$ cat src/rtl/alu_sched_pkg.sv
// Shared definitions for the round-robin ALU scheduler: function codes,
// FSM states and the operand-shaping helper.
package alu_sched_pkg;

    localparam int DATA_W = 32;
    localparam int OP_W   = 3;

    localparam logic [OP_W-1:0] FUNC_ADD = 3'd0;
    localparam logic [OP_W-1:0] FUNC_SUB = 3'd1;
    localparam logic [OP_W-1:0] FUNC_SLL = 3'd2;
    localparam logic [OP_W-1:0] FUNC_XOR = 3'd3;
    localparam logic [OP_W-1:0] FUNC_SRL = 3'd4;
    localparam logic [OP_W-1:0] FUNC_SRA = 3'd5;
    localparam logic [OP_W-1:0] FUNC_OR  = 3'd6;
    localparam logic [OP_W-1:0] FUNC_AND = 3'd7;

    typedef enum logic [1:0] {
        IDLE = 2'd0,
        CFG  = 2'd1,
        EXEC = 2'd2,
        DONE = 2'd3
    } state_e;

    function automatic logic is_shift(input logic [OP_W-1:0] op);
        logic res;
        case (op)
            FUNC_SLL, FUNC_SRL, FUNC_SRA: res = 1'b1;
            default:                      res = 1'b0;
        endcase
        return res;
    endfunction

    // Shift ops only ever see a 5-bit shift amount on the B operand.
    function automatic logic [DATA_W-1:0] shape_b(input logic [OP_W-1:0] op,
                                                  input logic [DATA_W-1:0] b);
        logic [DATA_W-1:0] res;
        if (is_shift(op)) begin
            res = {27'd0, b[4:0]};
        end else begin
            res = b;
        end
        return res;
    endfunction

endpackage

$ cat src/rtl/alu_sched_if.sv
// Bundle of requester-side and ALU-side signals of the scheduler.
// master = scheduler view, slave = requesters plus ALU view.
interface alu_sched_if
    import alu_sched_pkg::*;
#(
    parameter int NUM_REQ = 4,
    parameter int ID_W    = $clog2(NUM_REQ)
);
    logic [NUM_REQ-1:0]        req_valid;
    logic [NUM_REQ-1:0]        req_ready;
    logic [OP_W*NUM_REQ-1:0]   req_op;
    logic [DATA_W*NUM_REQ-1:0] req_a;
    logic [DATA_W*NUM_REQ-1:0] req_b;
    logic                      rsp_valid;
    logic [ID_W-1:0]           rsp_id;
    logic [DATA_W-1:0]         rsp_data;
    logic                      alu_valid;
    logic [OP_W-1:0]           alu_ctrl;
    logic [DATA_W-1:0]         alu_in_A;
    logic [DATA_W-1:0]         alu_in_B;
    logic [DATA_W-1:0]         alu_out;

    modport master (
        input  req_valid, req_op, req_a, req_b, alu_out,
        output req_ready, rsp_valid, rsp_id, rsp_data,
               alu_valid, alu_ctrl, alu_in_A, alu_in_B
    );

    modport slave (
        output req_valid, req_op, req_a, req_b, alu_out,
        input  req_ready, rsp_valid, rsp_id, rsp_data,
               alu_valid, alu_ctrl, alu_in_A, alu_in_B
    );

endinterface

$ cat src/rtl/alu_sched_rr_arbiter.sv
// Round-robin arbiter: scans requests starting at ptr_i (highest priority)
// and returns a one-hot grant for the first pending one.
module rr_arbiter #(
    parameter int NUM_REQ = 4,
    parameter int ID_W    = $clog2(NUM_REQ)
) (
    input  logic [NUM_REQ-1:0] req_i,
    input  logic [ID_W-1:0]    ptr_i,
    output logic [NUM_REQ-1:0] grant_o
);
    localparam int SW = ID_W + 1;

    logic [SW-1:0] sum_s;
    logic [SW-1:0] idx_s;
    logic          found_s;

    // Rotating priority scan with modulo wrap for any NUM_REQ.
    always_comb begin
        grant_o = '0;
        found_s = 1'b0;
        sum_s   = '0;
        idx_s   = '0;
        for (int i = 0; i < NUM_REQ; i++) begin
            sum_s = {1'b0, ptr_i} + SW'(i);
            idx_s = (sum_s >= SW'(NUM_REQ)) ? (sum_s - SW'(NUM_REQ)) : sum_s;
            if (!found_s && req_i[idx_s]) begin
                grant_o[idx_s] = 1'b1;
                found_s        = 1'b1;
            end else begin
                found_s = found_s;
            end
        end
    end

endmodule

$ cat src/rtl/alu_sched.sv
// Round-robin scheduler sharing one ALU among NUM_REQ requesters; reloads
// the ALU function only when it differs from the one last programmed.
module alu_sched
    import alu_sched_pkg::*;
#(
    parameter int NUM_REQ = 4,
    parameter int ID_W    = $clog2(NUM_REQ)
) (
    input  logic         clk,
    input  logic         rst_n,
    alu_sched_if.master  bus_if
);
    state_e              state_q, state_d;
    logic [NUM_REQ-1:0]  grant_s;
    logic [NUM_REQ-1:0]  ready_s;
    logic                accept_s;
    logic [ID_W-1:0]     win_id_s;
    logic [OP_W-1:0]     win_op_s;
    logic [DATA_W-1:0]   win_a_s;
    logic [DATA_W-1:0]   win_b_s;

    logic [ID_W-1:0]     ptr_q;
    logic [OP_W-1:0]     op_q;
    logic [DATA_W-1:0]   a_q;
    logic [DATA_W-1:0]   b_q;
    logic [ID_W-1:0]     id_q;
    logic [OP_W-1:0]     cur_op_q;
    logic                cfg_ok_q;
    logic [DATA_W-1:0]   rsp_data_q;
    logic [ID_W-1:0]     rsp_id_q;
    logic                rsp_valid_q;
    logic                alu_valid_q;
    logic [OP_W-1:0]     alu_ctrl_q;

    rr_arbiter #(
        .NUM_REQ (NUM_REQ),
        .ID_W    (ID_W)
    ) u_arb (
        .req_i   (bus_if.req_valid),
        .ptr_i   (ptr_q),
        .grant_o (grant_s)
    );

    // Encode the one-hot grant and select the winner's op and operands.
    always_comb begin
        win_id_s = '0;
        for (int i = 0; i < NUM_REQ; i++) begin
            if (grant_s[i]) begin
                win_id_s = ID_W'(i);
            end else begin
                win_id_s = win_id_s;
            end
        end
        win_op_s = bus_if.req_op[OP_W*win_id_s +: OP_W];
        win_a_s  = bus_if.req_a[DATA_W*win_id_s +: DATA_W];
        win_b_s  = bus_if.req_b[DATA_W*win_id_s +: DATA_W];
    end

    // Next-state logic; accepting happens only in IDLE.
    always_comb begin
        state_d  = state_q;
        accept_s = 1'b0;
        ready_s  = '0;
        case (state_q)
            IDLE: begin
                if (|bus_if.req_valid) begin
                    accept_s = 1'b1;
                    ready_s  = grant_s;
                    state_d  = (cfg_ok_q && (win_op_s == cur_op_q)) ? EXEC : CFG;
                end else begin
                    state_d = IDLE;
                end
            end
            CFG:     state_d = EXEC;
            EXEC:    state_d = DONE;
            DONE:    state_d = IDLE;
            default: state_d = IDLE;
        endcase
    end

    // State register.
    always_ff @(posedge clk or negedge rst_n) begin
        if (!rst_n) begin
            state_q <= IDLE;
        end else begin
            state_q <= state_d;
        end
    end

    // Latch the accepted operation and advance the round-robin pointer.
    always_ff @(posedge clk or negedge rst_n) begin
        if (!rst_n) begin
            ptr_q <= '0;
            op_q  <= 3'd0;
            a_q   <= 32'd0;
            b_q   <= 32'd0;
            id_q  <= '0;
        end else if (accept_s) begin
            ptr_q <= (win_id_s == ID_W'(NUM_REQ - 1)) ? '0 : (win_id_s + ID_W'(1));
            op_q  <= win_op_s;
            a_q   <= win_a_s;
            b_q   <= shape_b(win_op_s, win_b_s);
            id_q  <= win_id_s;
        end
    end

    // Track which function the ALU currently holds; reset forces a reload.
    always_ff @(posedge clk or negedge rst_n) begin
        if (!rst_n) begin
            cur_op_q <= 3'd0;
            cfg_ok_q <= 1'b0;
        end else if (state_q == CFG) begin
            cur_op_q <= op_q;
            cfg_ok_q <= 1'b1;
        end
    end

    // Capture the ALU result; holds until the next capture.
    always_ff @(posedge clk or negedge rst_n) begin
        if (!rst_n) begin
            rsp_data_q <= 32'd0;
            rsp_id_q   <= '0;
        end else if (state_q == EXEC) begin
            rsp_data_q <= bus_if.alu_out;
            rsp_id_q   <= id_q;
        end
    end

    // Registered strobes, decoded from the state being entered.
    always_ff @(posedge clk or negedge rst_n) begin
        if (!rst_n) begin
            alu_valid_q <= 1'b0;
            alu_ctrl_q  <= 3'd0;
            rsp_valid_q <= 1'b0;
        end else begin
            alu_valid_q <= (state_d == CFG);
            alu_ctrl_q  <= (state_d == CFG) ? win_op_s : 3'd0;
            rsp_valid_q <= (state_d == DONE);
        end
    end

    assign bus_if.req_ready = ready_s;
    assign bus_if.rsp_valid = rsp_valid_q;
    assign bus_if.rsp_id    = rsp_id_q;
    assign bus_if.rsp_data  = rsp_data_q;
    assign bus_if.alu_valid = alu_valid_q;
    assign bus_if.alu_ctrl  = alu_ctrl_q;
    assign bus_if.alu_in_A  = a_q;
    assign bus_if.alu_in_B  = b_q;

endmodule

$ cat src/flat_wrapper.sv
// flat-port wrapper written by rule: the top's interface ports become plain ports
module alu_sched_flat import alu_sched_pkg::*;
#(
    parameter int NUM_REQ = 4,
    parameter int ID_W    = $clog2(NUM_REQ)
)
  (clk, rst_n, bus_if_req_valid, bus_if_req_op, bus_if_req_a, bus_if_req_b, bus_if_alu_out, bus_if_req_ready, bus_if_rsp_valid, bus_if_rsp_id, bus_if_rsp_data, bus_if_alu_valid, bus_if_alu_ctrl, bus_if_alu_in_A, bus_if_alu_in_B);
  alu_sched_if #(.NUM_REQ(NUM_REQ), .ID_W(ID_W)) bus_if_i ();
  input  logic clk;
  input  logic rst_n;
  input wire logic [$bits(bus_if_i.req_valid)-1:0] bus_if_req_valid;
  input wire logic [$bits(bus_if_i.req_op)-1:0] bus_if_req_op;
  input wire logic [$bits(bus_if_i.req_a)-1:0] bus_if_req_a;
  input wire logic [$bits(bus_if_i.req_b)-1:0] bus_if_req_b;
  input wire logic [$bits(bus_if_i.alu_out)-1:0] bus_if_alu_out;
  output wire logic [$bits(bus_if_i.req_ready)-1:0] bus_if_req_ready;
  output wire logic [$bits(bus_if_i.rsp_valid)-1:0] bus_if_rsp_valid;
  output wire logic [$bits(bus_if_i.rsp_id)-1:0] bus_if_rsp_id;
  output wire logic [$bits(bus_if_i.rsp_data)-1:0] bus_if_rsp_data;
  output wire logic [$bits(bus_if_i.alu_valid)-1:0] bus_if_alu_valid;
  output wire logic [$bits(bus_if_i.alu_ctrl)-1:0] bus_if_alu_ctrl;
  output wire logic [$bits(bus_if_i.alu_in_A)-1:0] bus_if_alu_in_A;
  output wire logic [$bits(bus_if_i.alu_in_B)-1:0] bus_if_alu_in_B;
  assign bus_if_i.req_valid = bus_if_req_valid;
  assign bus_if_i.req_op = bus_if_req_op;
  assign bus_if_i.req_a = bus_if_req_a;
  assign bus_if_i.req_b = bus_if_req_b;
  assign bus_if_i.alu_out = bus_if_alu_out;
  assign bus_if_req_ready = bus_if_i.req_ready;
  assign bus_if_rsp_valid = bus_if_i.rsp_valid;
  assign bus_if_rsp_id = bus_if_i.rsp_id;
  assign bus_if_rsp_data = bus_if_i.rsp_data;
  assign bus_if_alu_valid = bus_if_i.alu_valid;
  assign bus_if_alu_ctrl = bus_if_i.alu_ctrl;
  assign bus_if_alu_in_A = bus_if_i.alu_in_A;
  assign bus_if_alu_in_B = bus_if_i.alu_in_B;
  alu_sched #(.NUM_REQ(NUM_REQ), .ID_W(ID_W)) u_core (.clk(clk), .rst_n(rst_n), .bus_if(bus_if_i));
endmodule
$ cat config.mk
export PLATFORM = sky130hd
export DESIGN_NAME = alu_sched_flat
export DESIGN_NICKNAME = d
export VERILOG_FILES = /design/src/rtl/alu_sched_pkg.sv /design/src/rtl/alu_sched_if.sv /design/src/rtl/alu_sched_rr_arbiter.sv /design/src/rtl/alu_sched.sv /design/src/flat_wrapper.sv
export SDC_FILE = /design/constraint.sdc
export NUM_CORES = 1
export LEC_CHECK = 0
export BUFFER_PORTS_ARGS = -buffer_cell sky130_fd_sc_hd__buf_4
export CAP_MARGIN = 0
export CORE_AREA = 4 4 159 161
export CTS_BUF_LIST = sky130_fd_sc_hd__clkbuf_16
export DETAILED_ROUTE_END_ITERATION = 8
export DIE_AREA = 0 0 163 165
export PLACE_DENSITY = 0.66
export SETUP_SLACK_MARGIN = 0.02
export SYNTH_ARGS = -nofsm -noshare
export SYNTH_HDL_FRONTEND = slang
export SYNTH_SLANG_ARGS = --single-unit
$ cat constraint.sdc
create_clock -name clk -period 10.3 [get_ports clk]
set_clock_uncertainty 0.05 [all_clocks]
set_input_delay 2.575 -clock clk [delete_from_list [all_inputs] [get_ports clk]]
set_output_delay 2.575 -clock clk [all_outputs]
set_load 0.02 [all_outputs]
# Word level (Yosys, flattened, before mapping)

Index checks and enable logic that the tools add are counted.

Shifts and indexed selects: 3
Magnitude comparators: 12
Reductions and logical operators: 14
$add $sub $neg: 8
Bitwise logic cells: 3
Muxes and demuxes: 42
Multiply operators: 1
Equal/unequal tests: 10

Operators with widths:

| operator                                                                             | number |
|---|---|
| 128-bit by 8-bit indexed part select with 32-bit output                              | 2 |
| 32-bit two-way mux                                                                   | 1 |
| 4-bit two-way mux                                                                    | 6 |
| 1-bit two-way mux                                                                    | 16 |
| 3-bit two-way mux                                                                    | 5 |
| 3-bit by 1-bit greater-or-equal comparator with 1-bit output (second input constant) | 4 |
| 3-bit < comparator (second input constant)                                           | 4 |
| 4-bit bitwise OR                                                                     | 3 |
| 12-bit by 5-bit indexed part select with 3-bit output                                | 1 |
| 2-bit two-way mux                                                                    | 5 |
| 3-bit greater-or-equal comparator (second input constant)                            | 3 |
| 3-bit subtractor (second input constant)                                             | 3 |
| 1-bit binary-select mux with 2-bit select                                            | 4 |
| 1-bit demux with 2-bit select                                                        | 4 |
| 2-bit == test (second input constant)                                                | 4 |
| 1-bit logical AND                                                                    | 8 |
| 2-bit one-hot mux with 4 select lines                                                | 1 |
| 2-bit by 2-bit adder with 3-bit output (second input constant)                       | 2 |
| 3-bit == test (second input constant)                                                | 2 |
| 2-bit by 1-bit == test with 1-bit output (second input constant)                     | 2 |
| 2-bit by 2-bit multiplier with 4-bit output (first input constant)                   | 1 |
| 4-bit OR reduction                                                                   | 1 |
| 2-bit by 1-bit adder with 3-bit output (second input constant)                       | 1 |
| 3-bit by 2-bit == test with 1-bit output (second input constant)                     | 1 |
| 7 further kinds                                                                      | 9 |

Register bits: 116
Input port bits: 306
Word-level logic and storage cells: 106

# Depth between registers and ports, before layout

Gate-level depths: netlist (run 1).

Word-level depth: 26
Gate-level depth with buffers: 15
Mapped depth without buffers: 10

# Cells and area by module

Synthesis (run 1) repeated with hierarchy kept, for this count alone.

Cell total of the unflattened synthesis: 684
Area total of the unflattened synthesis: 6726.5 um^2

Modules (own cells, without submodules):

| module     | area an instance (um^2) | times used | seq. area each (um^2) | cells an instance |
|---|---|---|---|---|
| alu_sched  | 6368.6                  | 1          | 2902.8                | 646 |
| rr_arbiter | 357.8                   | 1          | 0.0                   | 38 |

# Worst setup path before layout (run 1)

No wires, ideal clock.

Path type: input-to-output
From: in bus_if_req_valid[1]
To: out bus_if_req_ready[2]
Cell stages on the path: 6
Buffers on the path: 2
Data arrival time: 4527 ps
Setup slack: 3148 ps
Cells stage by stage: mux4_2 > a221o_1 > a311oi_2 > clkbuf_1 > clkbuf_1 > nor2_1

Longest elaborated chain between the ends: 14

Ends and longest elaborated chain:

| element                                   | line                       | text |
|---|---|---|
| from (decl)                               | flat_wrapper.sv:11         | `input wire logic [$bits(bus_if_i.req_valid)-1:0] bus_if_req_valid;` |
| 1-bit binary-select mux with 2-bit select | alu_sched_rr_arbiter.sv:26 | `if (!found_s && req_i[idx_s]) begin` |
| 1-bit two-way mux (implied by the code)   | alu_sched_rr_arbiter.sv:26 |  |
| 1-bit two-way mux                         | alu_sched_rr_arbiter.sv:26 |  |
| 1-bit logical NOT                         | alu_sched_rr_arbiter.sv:26 |  |
| 1-bit logical AND                         | alu_sched_rr_arbiter.sv:26 |  |
| 1-bit two-way mux                         | alu_sched_rr_arbiter.sv:26 |  |
| 1-bit logical NOT                         | alu_sched_rr_arbiter.sv:26 |  |
| 1-bit logical AND                         | alu_sched_rr_arbiter.sv:26 |  |
| 1-bit two-way mux                         | alu_sched_rr_arbiter.sv:26 |  |
| 1-bit logical NOT                         | alu_sched_rr_arbiter.sv:26 |  |
| 1-bit logical AND                         | alu_sched_rr_arbiter.sv:26 |  |
| 4-bit two-way mux                         | alu_sched_rr_arbiter.sv:26 |  |
| 4-bit two-way mux (*)                     | alu_sched.sv:66            | `if (\|bus_if.req_valid) begin` |
| 4-bit two-way mux (*)                     | alu_sched.sv:64            | `case (state_q)` |
| to (decl)                                 | flat_wrapper.sv:16         | `output wire logic [$bits(bus_if_i.req_ready)-1:0] bus_if_req_ready;` |

Mark *: on every way between the ends. The rest lies on a longest branch, timed or not. The select of a mux whose other input is x is not followed.

# Final worst setup path (run 1)

From: in bus_if_req_valid[3]
To: out bus_if_req_ready[1]

The elaborated chain is that of the path after synthesis.

==> results of run 1 <==
[worst max-delay path: stages]
cell	delay (ns)
sky130_fd_sc_hd__buf_4	0.14
sky130_fd_sc_hd__mux4_2	0.60
sky130_fd_sc_hd__a221o_1	0.30
sky130_fd_sc_hd__a21o_1	0.21
sky130_fd_sc_hd__a21o_4	0.34
sky130_fd_sc_hd__nor2b_1	0.19
sky130_fd_sc_hd__buf_4	0.19
[cell families (layout without fill, tap and decap cells)]
logic type                 Yosys count  after routing
and+or+nand+nor                    151            151
muxes                              118            118
other                                0              1
AOI/OAI and AO/OA                  265            265
DFF                                116            116
adders and majority gates           10             10
xor gates and xnor gates             3              3
buffers and inverters               77            463
[state kept, by name, summed over array words and instances (netlist names), 3 cells and up]
signal and cells:
u_core.bus_if.alu_ctrl 3, u_core.bus_if.rsp_data 32, u_core.cur_op_q 3, u_core.op_q 3, u_core.bus_if.alu_in_B 32, u_core.bus_if.alu_in_A 32
[layout by cell type (no fill, tap or decap), types with 3 or more instances in the layout]
cell                         synthesis  final
sky130_fd_sc_hd__ha_1               10     10
sky130_fd_sc_hd__nor2b_1             6      6
sky130_fd_sc_hd__nor2_1             48     48
sky130_fd_sc_hd__o21ai_0            69     69
sky130_fd_sc_hd__mux4_2              3      3
sky130_fd_sc_hd__buf_4               0    419
sky130_fd_sc_hd__inv_1              11     11
sky130_fd_sc_hd__nand2b_1            4      4
sky130_fd_sc_hd__clkinvlp_4          0      5
sky130_fd_sc_hd__a211oi_1           40     40
sky130_fd_sc_hd__clkbuf_16           0     17
sky130_fd_sc_hd__and2_1              5      5
sky130_fd_sc_hd__o41ai_2            20     21
sky130_fd_sc_hd__o41ai_1             8      7
sky130_fd_sc_hd__inv_6               0      5
sky130_fd_sc_hd__mux2_2             47     47
sky130_fd_sc_hd__nand2_1            77     77
sky130_fd_sc_hd__mux2i_1            67     67
sky130_fd_sc_hd__a22o_1              4      3
sky130_fd_sc_hd__dfrtp_1           116    116
sky130_fd_sc_hd__a21oi_1            99     99
[per-layer routing]
layer  track usage (%)  part of all wire [%]  routed length (um)  vias to the layer above
li1                  -                     -                   -                     3468
met1              22.9                    41               10500                     3300
met2              30.6                    49               12700                      243
met3              4.99                   7.3                1880                       41
met4              6.67                   2.9                 744                        0
met5                 0                     0                   0                        -
[area by class of cell]
class,instances,area share (%)
clock buffer,17,3.87
timing repair buffer,420,28.8
tap,324,3.69
antenna,1,0.0228
sequential,116,26.4
clock inverter,15,1.12
inverter,11,0.376
multi-input combinational,547,35.7
[power by group]
part | switching, mW | total [mW] | leakage (nW) | internal [mW]
sequential | 0.133 | 0.823 | 1.42 | 0.689
clock | 0.235 | 0.549 | 0.257 | 0.313
combinational | 1.73 | 2.90 | 3.58 | 1.16
total | 2.10 | 4.27 | 5.26 | 2.17
[worst paths after layout]
check,start,to,cells past startpoint
worst max-delay path,bus_if_req_valid[3],bus_if_req_ready[1],7
max in group asynchronous,rst_n,u_core.bus_if.alu_in_B[30],2
worst min-delay path,u_core.bus_if.alu_in_B[7],u_core.bus_if.alu_in_B[7],2
worst min register to register,u_core.bus_if.alu_in_B[7],u_core.bus_if.alu_in_B[7],2
worst max register to register,u_core.ptr_q[0],u_core.bus_if.alu_in_B[11],11
min in group asynchronous,rst_n,u_core.bus_if.alu_in_A[5],1
[through the flow]
| stage | util [%] | total power [mW] |
|---|---|---|
| after detailed placement | 43.6 | 3.76 |
| final | 45.9 | 4.27 |
| after CTS | 45.9 | 4.33 |
| after floorplan | - | 2.88 |
| after global routing | 45.9 | 4.63 |
| after global placement | 43.6 | 3.72 |
==> impl_metrics.tcl, run 1 <==
set metrics [dict create \
    outcome "completed" \
    final.min_clock_period_ns 7.19 \
    hold_path_class "flop to flop" \
    grt_overflow 0 \
    yosys_warnings 0 \
    vias 7052 \
    synth_fa_ha_area_share_pct 1.76 \
    post-route-drc-count 0 \
    post-dp-hpwl_um 20200 \
    netlist_top_cells_area "sky130_fd_sc_hd__dfrtp_1, sky130_fd_sc_hd__mux2i_1, sky130_fd_sc_hd__mux2_2, sky130_fd_sc_hd__a21oi_1, sky130_fd_sc_hd__o21ai_0" \
    synth.net_count 1056 \
    cts_max_level 4 \
    die_x_um 163 \
    top_level_ports 413 \
    core.rowCount 57 \
    ys_dominant_reg_cell "sky130_fd_sc_hd__dfrtp_1" \
    tritoncts.num_buffers 17 \
    flow.area_growth_from_synthesis_pct 54.4 \
    critPathLaunchType "input port" \
    kind_of_capture_point_of_the_worst_setup_path "output port" \
    reg2reg_setup_slack_ns 5.48 \
    y_dimension_of_the_die_um 165 \
    postCtsHoldBufs 0 \
    drt-total-wl_um 25900 \
    num-fill-cells 2377 \
    critical_path.max_fanout 20 \
    first_global_vias 7030 \
    drt_iter0_drc 320 \
    grt_setup_unrepaired "no" \
    synth-edff-count 0 \
    timing.max_slew.rel_slack_pct 36.9 \
    global_route_wire_length_before_repair_um 38700 \
    initial_utilization_pct 29.7 \
    share_of_cell_area_taken_by_muxes_after_synthesis_pct 18.2 \
    dpl_worst_slack_ns 3.12 \
    master_cell_of_the_clock_root_buffer "sky130_fd_sc_hd__clkbuf_16" \
    route.detailed.vias_per_inst 4.86 \
    insertion_delay_of_the_later_clocked_pin_in_the_worst_skew_pair_ns 0.40 \
    seq_area_um2 2900 \
    io_buffer_count 412 \
    buffer_levels_on_the_longest_clock_path 2 \
    finalNonFillerCells 1451 \
    worst-endpoint-arrival_ns 4.56 \
    antenna_found_initial 2 \
    gpl.final_weighted_congestion 0.915 \
    wl_per_cell_um 17.8 \
    design.final.nets 1429 \
    cts_post_setup_buffers_inserted 0 \
    finalMaxSlewViolations 0 \
    synth_top_cell_area_share_pct 40.8 \
    layout.cell_area.non_filler_um2 11000 \
    cap_violations 0 \
    syn-mean-instance-area_um2 9.62 \
    yosys_register_bits 116 \
    post_synth_inst_count 740 \
    fmax_mhz 139 \
    synth_top_cell_by_area "sky130_fd_sc_hd__dfrtp_1" \
    post-synth-top-count-cell "sky130_fd_sc_hd__dfrtp_1" \
    ys_async_sr_fraction_pct 100 \
    post-route-worst-setup-slack_ns 3.11 \
    criticalPathCategory "input port to output port" \
    post_route_worst_hold_slack_ns 0.425 \
    cts_tree "yes" \
    mappedNetlistArea_um2 7120 \
    grtUsageTotal_pct 18.4 \
    final-setup-viol-count 0 \
    synth_compound_area_share_pct 25.3 \
    layout-drive-gt1-share_pct 47.6 \
    ys_types 49 \
    min_period_over_period_pct 69.8 \
    power-per-cell-area_nw_per_um2 388 \
    irDropWorstVdd_v 0.000309 \
    pin_count_of_the_biggest_net_entering_global_routing 151 \
    timing.critical_path.required_ns 7.68 \
    yosys-top-cells-count "sky130_fd_sc_hd__dfrtp_1, sky130_fd_sc_hd__a21oi_1, sky130_fd_sc_hd__nand2_1, sky130_fd_sc_hd__o21ai_0, sky130_fd_sc_hd__mux2i_1" \
    path_clk_slew_ns 0.06 \
    post_route_setup_tns_ns 0 \
    timing.final.hold_violations 0 \
    placed_instances 1418 \
    largest_family_of_logic_cells_by_synthesized_area "compound AO/OA/AOI/OAI gates" \
    part_of_the_yosys_area_used_for_sequential_elements_pct 40.8 \
    die_area_um2 26900 \
    yosys.area_share.xor_xnor_pct 0.369 \
    worst-slew-pin-transition_ns 0.946 \
    yosys.area_share.simple_pct 8.94 \
    cts.repair.resized 0 \
    first_pass_iters 5 \
    total_core_area_um2 24000 \
    drtAntennaViolNets 0 \
    clock_tree_sinks 116 \
    leakagePower_nw 5.26 \
    placed_cell_area_um2 10400 \
    multiInputGateArea_um2 3930 \
]
Power figures use the tool's default switching activity.
==> run 2: changes to the inputs <==
ABC_AREA = 1   (was not set)
PLACE_DENSITY = 0.65   (was 0.66)
clock period = 7.1 ns   (was 10.3 ns; I/O delays follow)
==> run 2 against run 1 <==
Net effect: power increased by 61%; core utilization decreased by 0.92 points; combinational power increased by 63%; register-to-register slack got worse by 3.0 ns.
==> impl_metrics.tcl, run 2 <==
set metrics [dict create \
    clock_power_share_pct 13.5 \
    buffer_levels_on_the_longest_clock_path 2 \
    syn-mean-instance-area_um2 7.60 \
    clock_tree_sinks 116 \
    critical-path-max-stage-delay_ns 0.48 \
    dr_wl_met3_um 2610 \
    outcome "completed" \
    layout.cells.most_common_list "sky130_fd_sc_hd__buf_4, sky130_fd_sc_hd__nor2_1, sky130_fd_sc_hd__o21ai_0" \
    first_pass_iters 8 \
    post-dp-hpwl_um 21200 \
    cts.repair.resized 0 \
    post-synth-top-count-cell "sky130_fd_sc_hd__nor2_1" \
    core.rowCount 57 \
    seq_power_share_pct 17.5 \
    worst_r2r_startpoint "u_core.ptr_q[0]" \
    flow.area_growth_from_synthesis_pct 58.0 \
    drt-total-wl_um 28700 \
    total_core_area_um2 24000 \
    post-route-util_pct 45.0 \
    antenna_found_initial 0 \
    worst-path-buf-inv 5 \
    hold_path_class "flop to flop" \
    fmax_mhz 179 \
    part_of_the_yosys_area_used_for_sequential_elements_pct 42.6 \
    yosys_register_bits 116 \
    yosys.area_share.xor_xnor_pct 0 \
    finalMaxSlewViolations 0 \
    initial_utilization_pct 28.5 \
    netlist_top_cells_area "sky130_fd_sc_hd__dfrtp_1, sky130_fd_sc_hd__nor2_1, sky130_fd_sc_hd__o21ai_0, sky130_fd_sc_hd__mux2_2, sky130_fd_sc_hd__nand2_1" \
    timing.max_slew.rel_slack_pct 27.6 \
    drtAntennaViolNets 0 \
    global_route_wire_length_before_repair_um 42300 \
    pin_count_of_the_biggest_net_entering_global_routing 80 \
    irDropWorstVdd_v 0.000421 \
    critical_path.max_fanout 40 \
    yosys.area_share.simple_pct 21.1 \
    io_buffer_count 412 \
    layout.cell_area.non_filler_um2 10800 \
    gpl.final_weighted_congestion 0.860 \
    layout-drive-gt1-share_pct 41.2 \
    ys_async_sr_fraction_pct 100 \
    post_synth_inst_count 897 \
    top_level_ports 413 \
    grt_overflow 0 \
    postCtsHoldBufs 0 \
    gate_power_share_pct 69.0 \
    synth-edff-count 0 \
    largest_family_of_logic_cells_by_synthesized_area "compound AO/OA/AOI/OAI gates" \
    tritoncts.num_buffers 17 \
    die_x_um 163 \
    timing.critical_path.max_delay_family "simple AND/OR/NAND/NOR gates" \
    y_dimension_of_the_die_um 165 \
    top_sig_layer "met4" \
    leakagePower_nw 5.32 \
    master_cell_of_the_clock_root_buffer "sky130_fd_sc_hd__clkbuf_16" \
    met2_length_um 14400 \
    route.detailed.vias_per_inst 4.84 \
    mappedNetlistArea_um2 6820 \
    crit_path_from "bus_if_req_valid[3]" \
    n_antenna_cell 0 \
    insertion_delay_of_the_later_clocked_pin_in_the_worst_skew_pair_ns 0.40 \
    criticalPathCategory "input port to output port" \
    synth_fa_ha_area_share_pct 1.83 \
    cap_violations 0 \
    cts_post_setup_buffers_inserted 0 \
    net_switching_share_of_the_total_power_pct 53.1 \
    min-delay-start "u_core.id_q[1]" \
    post_route_worst_hold_slack_ns 0.429 \
    vias 7820 \
    layout.cells.most_common "sky130_fd_sc_hd__buf_4" \
    synth_top_cell_area_share_pct 42.6 \
    p_sw_mw 3.64 \
    yosys-top-cells-count "sky130_fd_sc_hd__nor2_1, sky130_fd_sc_hd__o21ai_0, sky130_fd_sc_hd__dfrtp_1, sky130_fd_sc_hd__nand2_1, sky130_fd_sc_hd__inv_1" \
    wl_met1_um 11200 \
    num-fill-cells 2434 \
    min_period_over_period_pct 78.9 \
    critPathLaunchType "input port" \
    timing.final.hold_violations 0 \
    kind_of_capture_point_of_the_worst_setup_path "output port" \
    worst-endpoint-arrival_ns 3.78 \
    final-setup-viol-count 0 \
    cts_tree "yes" \
    grtUsageTotal_pct 20.0 \
    design.final.nets 1594 \
    drt_iter0_drc 492 \
    crit_chain "buf_4 -> nand2_1 -> nand3_2 -> nand2_2 -> inv_2 -> nand2_1 -> nand2_1 -> clkinv_1 -> nand2_2 -> nor2_8 -> buf_4 -> nor2_1 -> buf_4" \
    cts_max_level 4 \
    grt_setup_unrepaired "no" \
    post_route_setup_tns_ns 0 \
    final.min_clock_period_ns 5.60 \
    die_area_um2 26900 \
    ys_dominant_reg_cell "sky130_fd_sc_hd__dfrtp_1" \
    worst-slew-pin-transition_ns 1.08 \
    path_clk_slew_ns 0.06 \
    synth.net_count 1213 \
    library_cell_contributing_the_largest_single_delay_on_the_critical_path "sky130_fd_sc_hd__buf_4" \
    timing.critical_path.required_ns 5.28 \
    wl_per_cell_um 17.8 \
    internal-power_mw 3.22 \
    yosys_warnings 0 \
    synth_top_cell_by_area "sky130_fd_sc_hd__dfrtp_1" \
    placed_cell_area_um2 10100 \
    post-route-drc-count 0 \
    first_global_vias 7711 \
    ys_types 35 \
    share_of_cell_area_taken_by_muxes_after_synthesis_pct 5.45 \
    power-per-cell-area_nw_per_um2 637 \
    synth_compound_area_share_pct 22.2 \
]
run 2: cell count changes after synthesis, sizes merged, moves of 6 or more:
cell and change:
o22ai +30, nand2 +27, mux2i -67, inv +42, o41ai -28, mux2 -14
nor2 +172, o21ai +126, nand3 +20, nor2b -6, a21oi -59, a211oi -42
run 2: layout make-up:
type                            instances  area [um^2]  area share, %
Clock buffer                           17          425           3.95
Clock inverter                         15          206           1.92
Inverter                               55          206           1.92
Multi-Input combinational cell        667         3470           32.2
Sequential cell                       116         2900           26.9
Tap cell                              324          405           3.76
Timing Repair Buffer                  421         3160           29.3
run 2: logic make-up (layout without fill, tap and decap cells):
kind of cell / after synthesis / in the layout
AND/OR/NAND/NOR: 350 / 350
multiplexers: 33 / 33
AO/OA/AOI/OAI: 274 / 274
buffers and inverters: 114 / 508
adder cells (fa/ha/maj): 10 / 10
flip-flops: 116 / 116
run 2: layer usage:
metal	track usage, %	up-vias
li1	-	3750
met1	24.1	3650
met2	35.1	388
met3	5.86	32
met4	5.11	0
met5	0	-
run 2: metrics by stage:
stage               std cells  setup slack, ns  total power, mW
floorplan                 897             2.12             4.42
global placement         1583             1.52             5.90
detailed placement       1583             1.51             5.95
CTS                      1615             1.51             6.92
global route             1615             1.25             7.48
finish                   1615             1.50             6.86
run 2: path summary, 6_finish.rpt:
| path | slack, ns | cells past startpoint | endpoint |
|---|---|---|---|
| max | 1.50 | 13 | bus_if_req_ready[3] |
| min | 0.43 | 2 | u_core.id_q[1] |
| max reg2reg | 2.44 | 17 | u_core.bus_if.alu_in_B[5] |
| min reg2reg | 0.43 | 2 | u_core.id_q[1] |
| max in group asynchronous | 4.36 | 2 | u_core.bus_if.alu_in_B[8] |
| min in group asynchronous | 1.40 | 1 | u_core.bus_if.rsp_data[17] |
run 2: worst register-to-register path: cells and delay by family, from the launching register on:
family,cells,cell delay [ns]
simple gates,9,1.68
buf+inv,5,1.67
flops,1,0.51
compound gates,2,0.27
fa+ha+maj,1,0.39
run 2: power groups by stage:
stage | registers, mW | clock network, mW | logic, mW
floorplan | 1.52 | 0 | 2.90
global placement | 1.20 | 0 | 4.70
detailed placement | 1.21 | 0 | 4.75
CTS | 1.20 | 0.955 | 4.76
global route | 1.25 | 0.981 | 5.26
finish | 1.20 | 0.929 | 4.73
==> run 3: changes to the inputs <==
ABC_AREA = 0   (was 1)
CORE_AREA = 4 4 160 162   (was 4 4 159 161)
DIE_AREA = 0 0 164 166   (was 0 0 163 165)
PLACE_DENSITY = 0.68   (was 0.65)
clock period = 4.6 ns   (was 7.1 ns; I/O delays follow)
==> run 3 against run 2 <==
Net effect: cell area rose by 3.2%; power grew 44%; combinational power rose by 41%; global-route usage decreased by 0.65 points; cell count is 9.8% lower; wire length down 5.8%; worst setup slack got worse by 1.2 ns; critical path type is now flop to output port.
==> impl_metrics.tcl, run 3 (same netlist as run 1, synthesis figures left out) <==
set metrics [dict create \
    outcome "completed" \
    worst-endpoint-arrival_ns 3.10 \
    finalMaxSlewViolations 0 \
    fmax_mhz 233 \
    drt-total-wl_um 27000 \
    total_core_area_um2 24100 \
    cap_violations 0 \
    grt_overflow 0 \
    cts.repair.resized 0 \
    post-route-drc-count 0 \
    route.detailed.vias_per_inst 4.87 \
    post-route-worst-setup-slack_ns 0.302 \
    irDropWorstVdd_v 0.000374 \
    hold_path_class "flop to flop" \
    n_antenna_cell 0 \
    gpl.final_weighted_congestion 0.903 \
    gate_power_share_pct 67.7 \
    first_global_vias 7238 \
    core.rowCount 57 \
    final.min_clock_period_ns 4.30 \
    initial_utilization_pct 29.5 \
    wl_per_cell_um 18.6 \
    drt_iter0_drc 344 \
    grt_setup_unrepaired "no" \
    tritoncts.num_buffers 17 \
    kind_of_capture_point_of_the_worst_setup_path "output port" \
    critPathLaunchType "flop" \
    clock_tree_sinks 116 \
    master_cell_of_the_clock_root_buffer "sky130_fd_sc_hd__clkbuf_16" \
    postCtsHoldBufs 0 \
    timing.final.hold_violations 0 \
    met1_usage_pct 24.4 \
    layout.cells.most_common_list "sky130_fd_sc_hd__buf_4, sky130_fd_sc_hd__dfrtp_1, sky130_fd_sc_hd__a21oi_1" \
    first_pass_iters 5 \
    met2_usage_pct 32.2 \
    final-setup-viol-count 0 \
    leakagePower_nw 5.33 \
    design.final.nets 1436 \
    worst-slew-pin-transition_ns 0.829 \
    timing.critical_path.required_ns 3.40 \
    grt.busiest_layer "met2" \
    die_x_um 164 \
    net_switching_share_of_the_total_power_pct 48.7 \
    criticalPathCategory "flop to output port" \
    path_clk_slew_ns 0.06 \
    seq_power_share_pct 18.4 \
    grt.met3_usage_pct 5.36 \
    dpl_worst_slack_ns 0.224 \
    post-dp-hpwl_um 21000 \
    internal-power_mw 5.05 \
    cts_tree "yes" \
    cts_max_level 4 \
    min_period_over_period_pct 93.4 \
    layout.cells.most_common "sky130_fd_sc_hd__buf_4" \
    top_level_ports 413 \
    flow.area_growth_from_synthesis_pct 56.1 \
    pin_count_of_the_biggest_net_entering_global_routing 79 \
    y_dimension_of_the_die_um 166 \
    buffer_levels_on_the_longest_clock_path 2 \
    cts_post_setup_buffers_inserted 0 \
    insertion_delay_of_the_later_clocked_pin_in_the_worst_skew_pair_ns 0.40 \
    die_area_um2 27200 \
    io_buffer_count 412 \
    layout-drive-gt1-share_pct 47.8 \
    antenna_found_initial 0 \
    power-per-cell-area_nw_per_um2 886 \
    drtAntennaViolNets 0 \
    clock_power_share_pct 13.9 \
    global_route_wire_length_before_repair_um 41300 \
    vias 7093 \
    timing.max_slew.rel_slack_pct 44.7 \
    p_sw_mw 4.80 \
    critical_path.max_fanout 6 \
    post_route_setup_tns_ns 0 \
    grtUsageTotal_pct 19.4 \
]
==> run 3: cell count changes in the layout (fill, tap and decap cells not counted), sizes merged, moves of 37 or more <==
cell	delta
o21ai	-126
mux2i	+67
nor2	-172
a211oi	+42
inv	-37
a21oi	+59
==> run 3: routing by layer <==
metal	share of wire, %	wire (um)
met1	41	11100
met2	49	13300
met3	7.4	2000
met4	2.3	617
met5	0	0
==> run 3: critical path, stage by stage (launching register included) <==
cell and delay (ns):
sky130_fd_sc_hd__dfrtp_1 0.35, sky130_fd_sc_hd__inv_1 0.11, sky130_fd_sc_hd__ha_1 0.45, sky130_fd_sc_hd__mux4_2 0.62
sky130_fd_sc_hd__a221oi_1 0.24, sky130_fd_sc_hd__o21ai_1 0.16, sky130_fd_sc_hd__a22oi_2 0.37, sky130_fd_sc_hd__nor2_1 0.19
sky130_fd_sc_hd__buf_4 0.20
==> run 3: cell type report <==
class | instances | area [um^2]
clock buffers | 17 | 425
clock inverters | 15 | 170
fillers | 2352 | 13000
inverters | 11 | 41.3
multi-input cells | 547 | 3930
flip-flops and latches | 116 | 2900
well taps | 324 | 405
repair buffers | 427 | 3240
==> run 3: worst paths after layout <==
| path | start | endpoint | slack (ns) | depth (start not counted) |
|---|---|---|---|---|
| setup reg to reg | u_core.ptr_q[0] | u_core.bus_if.alu_in_B[9] | 0.77 | 11 |
| setup / recovery | u_core.ptr_q[0] | bus_if_req_ready[3] | 0.30 | 8 |
| min in group asynchronous | rst_n | u_core.bus_if.alu_in_A[7] | 0.71 | 1 |
| hold / removal | u_core.cfg_ok_q | u_core.cfg_ok_q | 0.42 | 1 |
| hold reg to reg | u_core.cfg_ok_q | u_core.cfg_ok_q | 0.42 | 1 |
| max in group asynchronous | rst_n | u_core.cur_op_q[0] | 2.96 | 2 |
==> run 3: stage by stage <==
| stage | instances | cell area, um^2 | hold slack [ns] | power, mW | utilization, % |
|---|---|---|---|---|---|
| after floorplan | 740 | 7120 | 0.382 | 6.45 | - |
| after global placement | 1425 | 10500 | 0.403 | 8.44 | 43.7 |
| after detailed placement | 1425 | 10500 | 0.399 | 8.56 | 43.7 |
| after CTS | 1457 | 11100 | 0.423 | 9.95 | 46.1 |
| after global routing | 1457 | 11100 | 0.432 | 10.7 | 46.1 |
| final | 1457 | 11100 | 0.421 | 9.85 | 46.1 |
==> run 3: power by group through the flow <==
stage	Sequential [mW]	Combinational, mW	Clock [mW]
2_1_floorplan	2.32	4.14	0
3_3_place_gp	1.81	6.64	0
6_report	1.81	6.67	1.37
4_1_cts	1.81	6.73	1.41
5_1_grt	1.88	7.34	1.46
3_5_place_dp	1.82	6.74	0
